File: config.mk
export PLATFORM = sky130hd
export DESIGN_NAME = range_job_arbiter
export DESIGN_NICKNAME = d
export VERILOG_FILES = /design/src/rtl/range_arb_pkg.sv /design/src/rtl/rr_arbiter.sv /design/src/rtl/range_job_arbiter.sv
export SDC_FILE = /design/constraint.sdc
export NUM_CORES = 1
export LEC_CHECK = 0
export ABC_CLOCK_PERIOD_IN_PS = 3200
export CAP_MARGIN = 10
export CORE_ASPECT_RATIO = 0.6
export CORE_MARGIN = 1.5
export CORE_UTILIZATION = 43
export DETAILED_ROUTE_END_ITERATION = 7
export GPL_TIMING_DRIVEN = 0
export PLACE_DENSITY = 0.81
export SLEW_MARGIN = 10
export SYNTH_ARGS = -nofsm -noshare
export SYNTH_HDL_FRONTEND = slang
export SYNTH_SLANG_ARGS = --single-unit
File: constraint.sdc
create_clock -name clock -period 3.2 [get_ports clock]
set_input_delay 0.48 -clock clock [delete_from_list [all_inputs] [get_ports clock]]
set_output_delay 0.48 -clock clock [all_outputs]
set_load 0.1 [all_outputs]
File: src/rtl/range_arb_pkg.sv
// Shared definitions for the range job arbiter.
// Holds the arbiter FSM state encoding, default WIDTH/NREQ/TIMEOUT values and
// an index-width helper used to size requester-index signals.
package range_arb_pkg;

    localparam int unsigned DEF_WIDTH   = 8;
    localparam int unsigned DEF_NREQ    = 4;
    localparam int unsigned DEF_TIMEOUT = 255;

    typedef enum logic [1:0] {
        IDLE = 2'd0,
        RUN  = 2'd1,
        DUP  = 2'd2,
        RESP = 2'd3
    } arb_state_e;

    // Bits needed to hold a requester index; never narrower than one bit.
    function automatic int unsigned idx_w(input int unsigned n);
        return (n > 1) ? 32'($clog2(n)) : 32'd1;
    endfunction

endpackage

File: src/rtl/rr_arbiter.sv
// Round-robin requester selection.
// Ports:
//   req        - request vector, one bit per requester
//   last_grant - index of the requester served most recently
//   grant      - one-hot winner; search starts at last_grant+1 and wraps, 0 if no request
module rr_arbiter
    import range_arb_pkg::*;
#(
    parameter int unsigned NREQ = DEF_NREQ,
    parameter int unsigned IDXW = idx_w(DEF_NREQ)
) (
    input  logic [NREQ-1:0] req,
    input  logic [IDXW-1:0] last_grant,
    output logic [NREQ-1:0] grant
);

    int unsigned idx;
    logic        found;

    // Scan NREQ positions starting one past the previous winner; first hit wins.
    always_comb begin
        grant = '0;
        found = 1'b0;
        idx   = 0;
        for (int unsigned k = 1; k <= NREQ; k++) begin
            idx = (32'(last_grant) + k) % NREQ;
            if (!found && req[IDXW'(idx)]) begin
                grant[IDXW'(idx)] = 1'b1;
                found             = 1'b1;
            end
        end
    end

endmodule

File: src/rtl/range_job_arbiter.sv
// Range job arbiter: grants one requester at a time round-robin, streams its
// samples to a range datapath with first/final strobes, and returns the
// datapath result as a one-cycle, one-hot response.
// Optional feature: define RANGE_ARB_TIMEOUT_EN to add a stall-cycle timeout
// (TIMEOUT consecutive non-beat RUN cycles) that force-completes the job with
// rsp_error = 1. Without it, RUN waits indefinitely.
// Ports:
//   clock, reset            - rising-edge clock, async active-high reset
//   req_valid/data/last     - per-requester sample streams (data packed i*WIDTH)
//   req_ready               - beat acceptance, at most one bit set
//   rf_data/rf_go/rf_finish - sample and first/final strobes to the datapath
//   rf_range/rf_error       - datapath result and error inputs
//   rsp_valid/range/error   - registered job completion response
//   grant                   - one-hot owner of the current job, 0 when idle
module range_job_arbiter
    import range_arb_pkg::*;
#(
    parameter int unsigned WIDTH   = DEF_WIDTH,
    parameter int unsigned NREQ    = DEF_NREQ,
    parameter int unsigned TIMEOUT = DEF_TIMEOUT
) (
    input  logic                  clock,
    input  logic                  reset,
    input  logic [NREQ-1:0]       req_valid,
    input  logic [NREQ*WIDTH-1:0] req_data,
    input  logic [NREQ-1:0]       req_last,
    output logic [NREQ-1:0]       req_ready,
    output logic [WIDTH-1:0]      rf_data,
    output logic                  rf_go,
    output logic                  rf_finish,
    input  logic [WIDTH-1:0]      rf_range,
    input  logic                  rf_error,
    output logic [NREQ-1:0]       rsp_valid,
    output logic [WIDTH-1:0]      rsp_range,
    output logic                  rsp_error,
    output logic [NREQ-1:0]       grant
);

    localparam int unsigned IDXW = idx_w(NREQ);

    arb_state_e       state_q, state_d;
    logic [NREQ-1:0]  grant_q, grant_d;
    logic [IDXW-1:0]  last_grant_q, last_grant_d;
    logic             first_q, first_d;
    logic [WIDTH-1:0] held_q, held_d;
    logic             job_err_q, job_err_d;
    logic [NREQ-1:0]  rsp_valid_q, rsp_valid_d;
    logic [WIDTH-1:0] rsp_range_q, rsp_range_d;
    logic             rsp_error_q, rsp_error_d;

    logic [NREQ-1:0]  rr_grant;
    logic             g_valid;
    logic             g_last;
    logic [WIDTH-1:0] g_data;
    logic [IDXW-1:0]  grant_idx;

`ifdef RANGE_ARB_TIMEOUT_EN
    localparam int unsigned SW = idx_w(TIMEOUT + 1);
    logic [SW-1:0] stall_q, stall_d;
`else
    localparam int unsigned TIMEOUT_UNUSED = TIMEOUT;
`endif

    rr_arbiter #(
        .NREQ (NREQ),
        .IDXW (IDXW)
    ) u_rr (
        .req        (req_valid),
        .last_grant (last_grant_q),
        .grant      (rr_grant)
    );

    // Mux the granted requester's signals; grant_q is one-hot or zero.
    always_comb begin
        g_valid   = |(req_valid & grant_q);
        g_last    = |(req_last & grant_q);
        g_data    = '0;
        grant_idx = '0;
        for (int unsigned i = 0; i < NREQ; i++) begin
            if (grant_q[i]) begin
                g_data    = g_data | req_data[i*WIDTH +: WIDTH];
                grant_idx = IDXW'(i);
            end
        end
    end

    // Next-state and datapath/handshake outputs.
    always_comb begin
        state_d      = state_q;
        grant_d      = grant_q;
        last_grant_d = last_grant_q;
        first_d      = first_q;
        held_d       = held_q;
        job_err_d    = job_err_q;
        rsp_valid_d  = '0;
        rsp_range_d  = rsp_range_q;
        rsp_error_d  = rsp_error_q;
        req_ready    = '0;
        rf_data      = held_q;
        rf_go        = 1'b0;
        rf_finish    = 1'b0;
`ifdef RANGE_ARB_TIMEOUT_EN
        stall_d      = stall_q;
`endif

        case (state_q)
            IDLE: begin
                if (|req_valid) begin
                    grant_d   = rr_grant;
                    first_d   = 1'b1;
                    job_err_d = 1'b0;
`ifdef RANGE_ARB_TIMEOUT_EN
                    stall_d   = '0;
`endif
                    state_d   = RUN;
                end
            end

            RUN: begin
                job_err_d = job_err_q | rf_error;
`ifdef RANGE_ARB_TIMEOUT_EN
                if (stall_q == SW'(TIMEOUT)) begin
                    // Forced completion; no strobe at all if nothing was ever sent.
                    rf_finish   = !first_q;
                    rsp_range_d = first_q ? '0 : rf_range;
                    rsp_error_d = 1'b1;
                    rsp_valid_d = grant_q;
                    state_d     = RESP;
                end else begin
`endif
                    req_ready = req_valid & grant_q;
                    if (g_valid) begin
                        rf_data = g_data;
                        held_d  = g_data;
`ifdef RANGE_ARB_TIMEOUT_EN
                        stall_d = '0;
`endif
                        if (first_q) begin
                            // A single-sample job gets its finish strobe from DUP.
                            rf_go   = 1'b1;
                            first_d = 1'b0;
                            if (g_last) begin
                                state_d = DUP;
                            end
                        end else if (g_last) begin
                            rf_finish   = 1'b1;
                            rsp_range_d = rf_range;
                            rsp_error_d = job_err_q | rf_error;
                            rsp_valid_d = grant_q;
                            state_d     = RESP;
                        end
                    end
`ifdef RANGE_ARB_TIMEOUT_EN
                    else begin
                        stall_d = stall_q + SW'(1);
                    end
                end
`endif
            end

            DUP: begin
                job_err_d   = job_err_q | rf_error;
                rf_finish   = 1'b1;
                rsp_range_d = rf_range;
                rsp_error_d = job_err_q | rf_error;
                rsp_valid_d = grant_q;
                state_d     = RESP;
            end

            RESP: begin
                last_grant_d = grant_idx;
                grant_d      = '0;
                state_d      = IDLE;
            end

            default: begin
                state_d = IDLE;
            end
        endcase
    end

    // State register; reset leaves requester 0 as the first round-robin winner.
    always_ff @(posedge clock or posedge reset) begin
        if (reset) begin
            state_q      <= IDLE;
            grant_q      <= '0;
            last_grant_q <= IDXW'(NREQ - 1);
            first_q      <= 1'b0;
            held_q       <= '0;
            job_err_q    <= 1'b0;
            rsp_valid_q  <= '0;
            rsp_range_q  <= '0;
            rsp_error_q  <= 1'b0;
        end else begin
            state_q      <= state_d;
            grant_q      <= grant_d;
            last_grant_q <= last_grant_d;
            first_q      <= first_d;
            held_q       <= held_d;
            job_err_q    <= job_err_d;
            rsp_valid_q  <= rsp_valid_d;
            rsp_range_q  <= rsp_range_d;
            rsp_error_q  <= rsp_error_d;
        end
    end

`ifdef RANGE_ARB_TIMEOUT_EN
    // Consecutive non-beat RUN cycle counter.
    always_ff @(posedge clock or posedge reset) begin
        if (reset) begin
            stall_q <= '0;
        end else begin
            stall_q <= stall_d;
        end
    end
`endif

    assign rsp_valid = rsp_valid_q;
    assign rsp_range = rsp_range_q;
    assign rsp_error = rsp_error_q;
    assign grant     = grant_q;

endmodule
# Yosys cells after proc, flatten, opt, wreduce, memory -nomap -nowiden
# Cells that the tools add are included.
# totals
regBits	31
in_bits	51
out_inout_bits	31
# op_classes
bitwise	9
n_reduce_logical	24
add_sub_neg	4
n_eq_ne	7
mux	65
order_cmp	8
# op_table
cell	n
$mux 8	9
$mux 4	9
$mux 1	24
$or 8x8->8	3
$pmux 4 s2	2
$pmux 8 s2	1
$mux 2	7
$lt 2x3->1 const B	4
$or 4x4->4	3
$reduce_or 4->1	3
$and 4x4->4	2
$bmux 1 s2	4
$demux 1 s2	4
$ge 2x1->1 const B	4
$ne 2x2->1 const B	4
$pmux 1 s2	4
$pmux 2 s4	1
$reduce_bool 2->1	4
$logic_and 1x1->1	7
$reduce_and 3->1	2
$add 2x1->2 const B	2
$add 2x2->2 const B	2
$eq 2x2->1 const B	2
$reduce_and 2->1	2
other kinds (6)	8

# Depth between registers and ports, before layout
# Gate-level depths: netlist of run 1.
# logic_depth
depth_word	15
ltp_mapped	9
ltp_nobuf	7

# Cells and area by module
# From an unflattened synthesis of run 1, not the netlist that was laid out.
# hier_totals
cells_unflattened	189
area_unflattened_um2	1908.1
# modules_own_cells
mod	n_inst	cells_per_inst	area_per_inst_um2
range_job_arbiter	1	151	1550.2
rr_arbiter	1	38	357.8

# Least setup slack after synthesis of run 1
# No wires, ideal clock.
# synth_timing
kind	register to output
start	register grant_q[1] (netlist: grant[1])
end	output rf_data[2]
setup_slack_ns	-0.974
path_buffers	1
t_required_ns	2.720
arrival_time_ns	3.694
path_stages_with_launch	5
cell_sequence	dfrtp_1 -> clkbuf_1 -> a22o_1 -> a221oi_1 -> o21ai_0
# synth_via
elab_chain_len	7
# synth_lines
item	line_no	source
from (decl)	range_job_arbiter.sv:42	logic [NREQ-1:0] grant_q, grant_d;
from (signal assigned)	range_job_arbiter.sv:196	grant_q <= grant_d;
$mux 8	range_job_arbiter.sv:80	if (grant_q[i]) begin
$or 8x8->8	range_job_arbiter.sv:81	g_data = g_data | req_data[i*WIDTH +: WIDTH];
$mux 8	range_job_arbiter.sv:80	
$or 8x8->8	range_job_arbiter.sv:81	
$mux 8	range_job_arbiter.sv:80	
$mux 8 *	range_job_arbiter.sv:132	if (g_valid) begin
$mux 8 *	range_job_arbiter.sv:106	case (state_q)
to (decl)	range_job_arbiter.sv:28	output logic [WIDTH-1:0] rf_data,
# Mark *: on every way between the ends. The rest lies on a longest branch, timed or not.

# Final worst setup path of run 1
# layout_timing
start	register grant_q[3] (netlist: grant[3])
end	output req_ready[3]
# layout_via
elab_chain_len	2
# layout_lines
item	line_no	source
$and 4x4->4	range_job_arbiter.sv:131	req_ready = req_valid & grant_q;
$mux 4	range_job_arbiter.sv:106	
to (decl)	range_job_arbiter.sv:27	output logic [NREQ-1:0] req_ready,
# Every way passes these cells.

==> results by group, run 1 <==
Logic synthesis
  – Top cells by area, synth: dfrtp_1 37%, ha_1 7.7%, mux2_4 6.1%, o21ai_0 5.9%, a221oi_1 3.6%
  – Yosys reg bits: 31
  – Yosys top cell by area: dfrtp_1
  – Sequential-to-total area share from yosys stat: slightly below 40%
  – Synth warn: 0
  – Post-Synthesis Cells: approximately 190
  – Main synth FF type: dfrtp_1
  – Post-synth net total: ~260
  – Unique masters post-synth: 35
  – Count of flip-flops with a built-in enable after synthesis: 0
  – Async set or reset register ratio after synthesis: 100%
  – Synth Area per Inst: just over 10 um^2
  – Mapped cell area: 0.00196 mm^2
  – Yosys top cell area share: between 30% and 40%

STA
  – Max Fclk: around 320 MHz
  – Fin Clk Skew: 0.00411 ns
  – TNS Setup: 0 ns
  – Slew HR: between 30 and 40%
  – Final Hold Violating Endpoints: 0
  – Worst Max-Slew Pin Slew: between 0.9 and 1 ns
  – Final period util: a little under 100%
  – Minimum clock period: 3.13 ns
  – Setup violators final: 0
  – Slew Viols, Final: 0
  – RSZ-0062 raised after global routing: false

Placement
  – Port bufs: 77
  – Inst Count DP: approximately 330
  – Post-detail-place hpwl: 4120 um
  – GPL Wtd Cong: between 0.8 and 0.9
  – Post-DP Area: between 0.002 and 0.003 mm^2

Clocking
  – CTS buffer count: 5
  – CTS tree: done
  – Root buf cell: clkbuf_8
  – Postcts setup bufs: 0
  – Clock Latency Late Sink: 0.28 ns
  – Clk buf depth: 2
  – Hold-fix buffers at CTS: 0
  – Post-CTS Resized: 30
  – H-tree Lvls: 2
  – Clk sinks: 31
  – Clock transition at path regs: about 0.06 ns

Global route
  – Initial antenna violation count: 0
  – GRT Total Usage: between 20% and 30%
  – First-pass GRT wire length: ~9000 um
  – Vias in the first global route: 1,744
  – Largest net degree at the start of global routing: 32
  – Total congestion overflow: 0

Detailed routing
  – Vias/cell: approximately 5.5
  – Detailed router's first-iteration violation count: around 140
  – Routed wire length: about 5500 um
  – DRC viols: 0
  – Vias: ~1,800
  – Pre-Repair DR Iteration Count: 4
  – DR WL/cell: 16.3 um
  – Final ANT Viol Nets: 0

Final layout
  – Commonest non-fill, non-tap cells in the layout: 67 x clkdlybuf4s50_1, 29 x dfrtp_1, 15 x o21ai_0, 14 x nand2_1, 14 x nor2_1
  – Fraction of layout cells with a size suffix above 1: around 18%
  – Register area: slightly below 800 um^2
  – Non-filler instance count after layout: 337
  – Ant diodes: 0
  – Design Area, Final: 0.00289 mm^2
  – Multi-input gate area: between 0.001 and 0.0015 mm^2
  – Commonest non-fill, non-tap cell in the layout: clkdlybuf4s50_1
  – Fillers: between 300 and 400
  – Core Util, Final: approximately 68%
  – Total Nets Final: 339
  – Area growth, synth to finish: 47.9%

Worst setup path
  – RR Startpoint: last_grant_q[1]
  – FF-to-FF End: grant[3]
  – CP Launch Type: register
  – Critical Path, Cell by Cell: clkbuf_1, and3_1, clkdlybuf4s50_1
  – Crit path arrival time: ~2.7 ns
  – Worst reg-to-reg path cell count: 9
  – WP buf/inv: 2
  – Kind of critical path: reg2out
  – CP required: around 2.7 ns
  – Reg2Reg Setup Slack: around 0.7 ns
  – Crit path max fanout: 10
  – CP max-delay cell: clkdlybuf4s50_1
  – Crit. End Element: output port
  – Crit path max-delay family: buffers and inverters
  – Max stage delay on crit path: ~1.1 ns

Hold path
  – Hold_sp: held_q[4]
  – Hold Path Class: reg2reg
  – Hold Path Cell Cnt: 2
  – Hold endpoint: held_q[4]

Pwr
  – Final Power: ~0.76 mW
  – Static Leak: approximately 1.2 nW
  – VDD IR-drop max: between 0.3 and 0.4 mV
  – Pwr Density: roughly 260 mW/mm^2

Die
  – Die Y-Extent: about 55 um
  – Core ar.: around 0.0042 mm^2
  – DIE WIDTH: between 90 and 100 um
  – Die ar.: just under 0.005 mm^2
  – Starting Density: 46.2%
  – Row cnt: 18
  – Io pins: 82

Run
  – Max-cap violations: 0

Run status
  – Status: finished clean
sequential cells by signal, indices dropped and copies added, names as in the netlist:
| signal | flops |
|---|---|
| held_q | 8 |
| rsp_range | 8 |
| grant | 4 |
| rsp_valid | 4 |
| last_grant_q | 2 |
| state_q | 2 |
| first_q | 1 |
| job_err_q | 1 |
| rsp_error | 1 |
per-stage QoR:
step	setup WS, ns	hold slack [ns]
after floorplan	-0.203	0.500
after global placement	-0.256	0.447
after CTS	0.0381	0.478
after detailed placement	-0.333	0.457
after global routing	0.00768	0.498
final	0.0732	0.478
where the power goes:
group	leakage, nW	internal [mW]	switching [mW]
clock network	0.0477	0.148	0.138
registers	0.410	0.392	0.0000000000000000404
logic	0.766	0.0573	0.0280
total	1.22	0.598	0.166
per-layer routing:
| layer | wire length (um) | global-route usage [%] | vias up |
|---|---|---|---|
| li1 | - | - | 870 |
| met1 | 2500 | 32.4 | 867 |
| met2 | 2350 | 32.9 | 101 |
| met3 | 604 | 7.85 | 5 |
| met4 | 35 | 2.95 | 0 |
| met5 | 0 | 0 | - |
cell usage after synthesis, types with 3 or more instances:
library cell  number
dfrtp_1           29
o21ai_0           23
nor2_1            15
nand2_1           14
inv_1             13
ha_1              12
a221oi_1           8
a22o_1             8
mux2_4             8
mux2i_1            7
a21oi_1            6
clkbuf_1           5
a221o_1            4
a31oi_1            4
and3_1             4
o211ai_1           4
buf_2              3
mux2_2             3
tightest hold or removal path, delay by kind of cell, from the launching register on:
kind	cells	cell delay (ns)
compound gates	1	0.06
flops	1	0.32
simple gates	1	0.06
cells by family after synthesis:
kind of cell / synth area share [%]
buffers and inverters: 6.01
adder cells (fa/ha/maj): 7.68
AO/OA/AOI/OAI: 24.3
multiplexers: 11.5
flip-flops: 39.8
AND/OR/NAND/NOR: 10.7
how the worst max path moves through the flow:
stage	slack [ns]	cells after the start	endpoint	from
detailed placement	-0.33	8	rf_data[7]	req_valid[0]
finish	0.07	3	req_ready[3]	grant[3]
floorplan	-0.20	4	rf_data[2]	grant[1]
global placement	-0.26	8	rf_data[1]	req_valid[1]
global route	0.008	3	req_ready[3]	grant[3]
CTS	0.04	7	rf_data[7]	state_q[1]
area by class of cell:
class                      instances  share of cell area (%)
multi-input combinational        136                    37.1
sequential                        31                    26.9
timing repair buffer              77                    26.4
tap                               60                    2.60
buffer                            12                    2.42
clock buffer                       5                    2.38
inverter                          13                    1.69
clock inverter                     3                   0.519
Power figures use the tool's default switching activity.
==> run 2: changes to the inputs <==
- CORE_MARGIN: 1.5 -> unset
==> run 2 against run 1 <==
Flip-flop and latch count unchanged. Cell count grew 0.30%. Utilization is 1.4 points higher. Combinational power increased by 5.6%. Total power increased by 6.1%. Routed wire length decreased by 0.13%. Fmax is 1.7% higher. Critical path depth did not move. Sequential share of layout area shrank 0.52 points. Design area up 2.0%. Highest routed layer unchanged. Worst setup slack improved by 0.053 ns. Via count increased by 1.2%.
==> results by group, run 2 (same netlist as run 1, synthesis figures left out) <==
Worst setup path
  – Reg2Reg Setup Slack: ~0.73 ns
  – Crit path arrival time: 2.59 ns
  – Worst reg-to-reg path cell count: 9
  – RR Startpoint: last_grant_q[0]
  – CP max-delay cell: clkdlybuf4s50_1
  – Critical Path, Cell by Cell: clkbuf_1, and3_1, clkdlybuf4s50_1
  – Crit. End Element: output port
  – Max stage delay on crit path: between 1 and 1.5 ns
  – Kind of critical path: reg2out
  – WP buf/inv: 2
  – Crit path max-delay family: buffers and inverters
  – CP required: approximately 2.7 ns
  – FF-to-FF End: grant[0]
  – CP Launch Type: register
  – Crit path max fanout: 10

Clocking
  – Clk sinks: 31
  – H-tree Lvls: 2
  – CTS tree: done
  – Clock transition at path regs: 0.06 ns
  – Root buf cell: clkbuf_8
  – Clk buf depth: 2
  – CTS buffer count: 5
  – Clock Latency Late Sink: 0.27 ns

Die
  – Die Y-Extent: 54.2 um
  – Die ar.: ~0.0048 mm^2
  – DIE WIDTH: 89.1 um
  – Io pins: 82
  – Core ar.: roughly 0.0042 mm^2
  – Starting Density: between 40% and 50%
  – Row cnt: 18

Placement
  – Port bufs: 77
  – Post-detail-place hpwl: 4170 um
  – GPL Wtd Cong: between 0.9 and 1
  – Post-DP Area: roughly 0.0028 mm^2

Detailed routing
  – Vias: 1,866
  – Final ANT Viol Nets: 0
  – Routed wire length: approximately 5500 um
  – Pre-Repair DR Iteration Count: 4
  – Vias/cell: 5.52
  – DRC viols: 0
  – Detailed router's first-iteration violation count: approximately 120
  – DR WL/cell: roughly 16 um

Global route
  – Initial antenna violation count: 0
  – Vias in the first global route: ~1,700
  – Total congestion overflow: 0
  – GRT Total Usage: 22.6%
  – Largest net degree at the start of global routing: 32
  – First-pass GRT wire length: roughly 8100 um

Pwr
  – Combinational share of power: 11.1%
  – Sw frac: between 10% and 20%
  – Pwr Density: ~270 mW/mm^2
  – Static Leak: 1.25 nW
  – Net switching power: around 0.16 mW
  – Int Pwr: between 0.6 and 0.7 mW
  – Sequential Power Share: approximately half
  – Part of the power in the clock network: 40.4%
  – VDD IR-drop max: 0.287 mV

Final layout
  – Total Nets Final: between 300 and 400
  – Design Area, Final: around 0.0030 mm^2
  – Commonest non-fill, non-tap cell in the layout: clkdlybuf4s50_1
  – Fraction of layout cells with a size suffix above 1: roughly 18%
  – Area growth, synth to finish: 50.9%
  – Ant diodes: 0
  – Fillers: ~330
  – Commonest non-fill, non-tap cells in the layout: 66 x clkdlybuf4s50_1, 29 x dfrtp_1, 15 x o21ai_0, 14 x nand2_1, 14 x nor2_1

Hold path
  – Hold Path Class: in2async

STA
  – Max Fclk: around 330 MHz
  – Slew Viols, Final: 0
  – Final period util: between 90% and 100%
  – Minimum clock period: 3.07 ns
  – Setup violators final: 0
  – Slew HR: 33.3%
  – TNS Setup: 0 ns
  – Worst Max-Slew Pin Slew: 0.998 ns
  – Worst-case hold slack: about 0.47 ns
  – RSZ-0062 raised after global routing: false
  – Final Hold Violating Endpoints: 0
  – Fin Clk Skew: 0.00290 ns

Run status
  – Status: finished clean

Run
  – Max-cap violations: 0
[run 2: changes by cell type in the layout (fill, tap and decap cells not counted), sizes merged]
cell,before,now
clkdlybuf4s50,67,66
clkdlybuf4s18,1,2
clkbuf,11,15
clkdlybuf4s15,6,7
dlymetal6s2s,0,1
inv,13,12
buf,9,7
clkinv,3,1
[run 2: what timing repair did]
| action | CTS | global route |
|---|---|---|
| buffers inserted | 0 | 0 |
| resized for setup | 28 | 7 |
| endpoints found under the setup margin | 10 | 11 |
| endpoints found under the hold margin | 0 | 0 |
| hold buffers | 0 | 0 |
[run 2: worst max path at each step]
stage | slack [ns] | depth (start not counted) | end | startpoint
6_report | 0.13 | 3 | req_ready[2] | grant[2]
5_1_grt | 0.03 | 3 | req_ready[1] | grant[1]
4_1_cts | 0.01 | 7 | rf_finish | state_q[1]
3_5_place_dp | -0.33 | 8 | rf_data[2] | req_valid[0]
3_3_place_gp | -0.27 | 8 | rf_data[2] | req_valid[0]
2_1_floorplan | -0.20 | 4 | rf_data[2] | grant[1]
[run 2: layout make-up]
cell class | instances | area [um^2] | share of cell area, %
Multi-Input combinational cell | 136 | 1070 | 36.4
Timing Repair Buffer | 78 | 805 | 27.3
Sequential cell | 31 | 778 | 26.4
Clock buffer | 8 | 100 | 3.39
Tap cell | 60 | 75.1 | 2.54
Buffer | 12 | 70.1 | 2.37
Inverter | 13 | 48.8 | 1.65
[run 2: power groups by stage]
| stage | combinational (mW) | sequential [mW] | clock, mW |
|---|---|---|---|
| after CTS | 0.0864 | 0.392 | 0.335 |
| after detailed placement | 0.0865 | 0.399 | 0 |
| final | 0.0902 | 0.392 | 0.327 |
| after global routing | 0.0973 | 0.392 | 0.355 |
| after global placement | 0.0846 | 0.399 | 0 |
| after floorplan | 0.0233 | 0.399 | 0 |
[run 2: metal layers]
| metal | track usage, % | part of all wire [%] | vias up |
|---|---|---|---|
| li1 | - | - | 879 |
| met4 | 1.32 | 0.13 | 0 |
| met1 | 30.5 | 45 | 881 |
| met2 | 37.4 | 43 | 104 |
| met5 | 0 | 0 | - |
| met3 | 7.99 | 12 | 2 |
[run 2: metrics by stage]
step	worst slack, ns	total power [mW]	instances	util [%]
final	0.126	0.810	338	69.7
after CTS	0.0129	0.813	337	69.1
after global routing	0.0275	0.844	338	69.7
after global placement	-0.265	0.484	329	66.5
after floorplan	-0.203	0.422	192	-
after detailed placement	-0.333	0.486	329	66.5
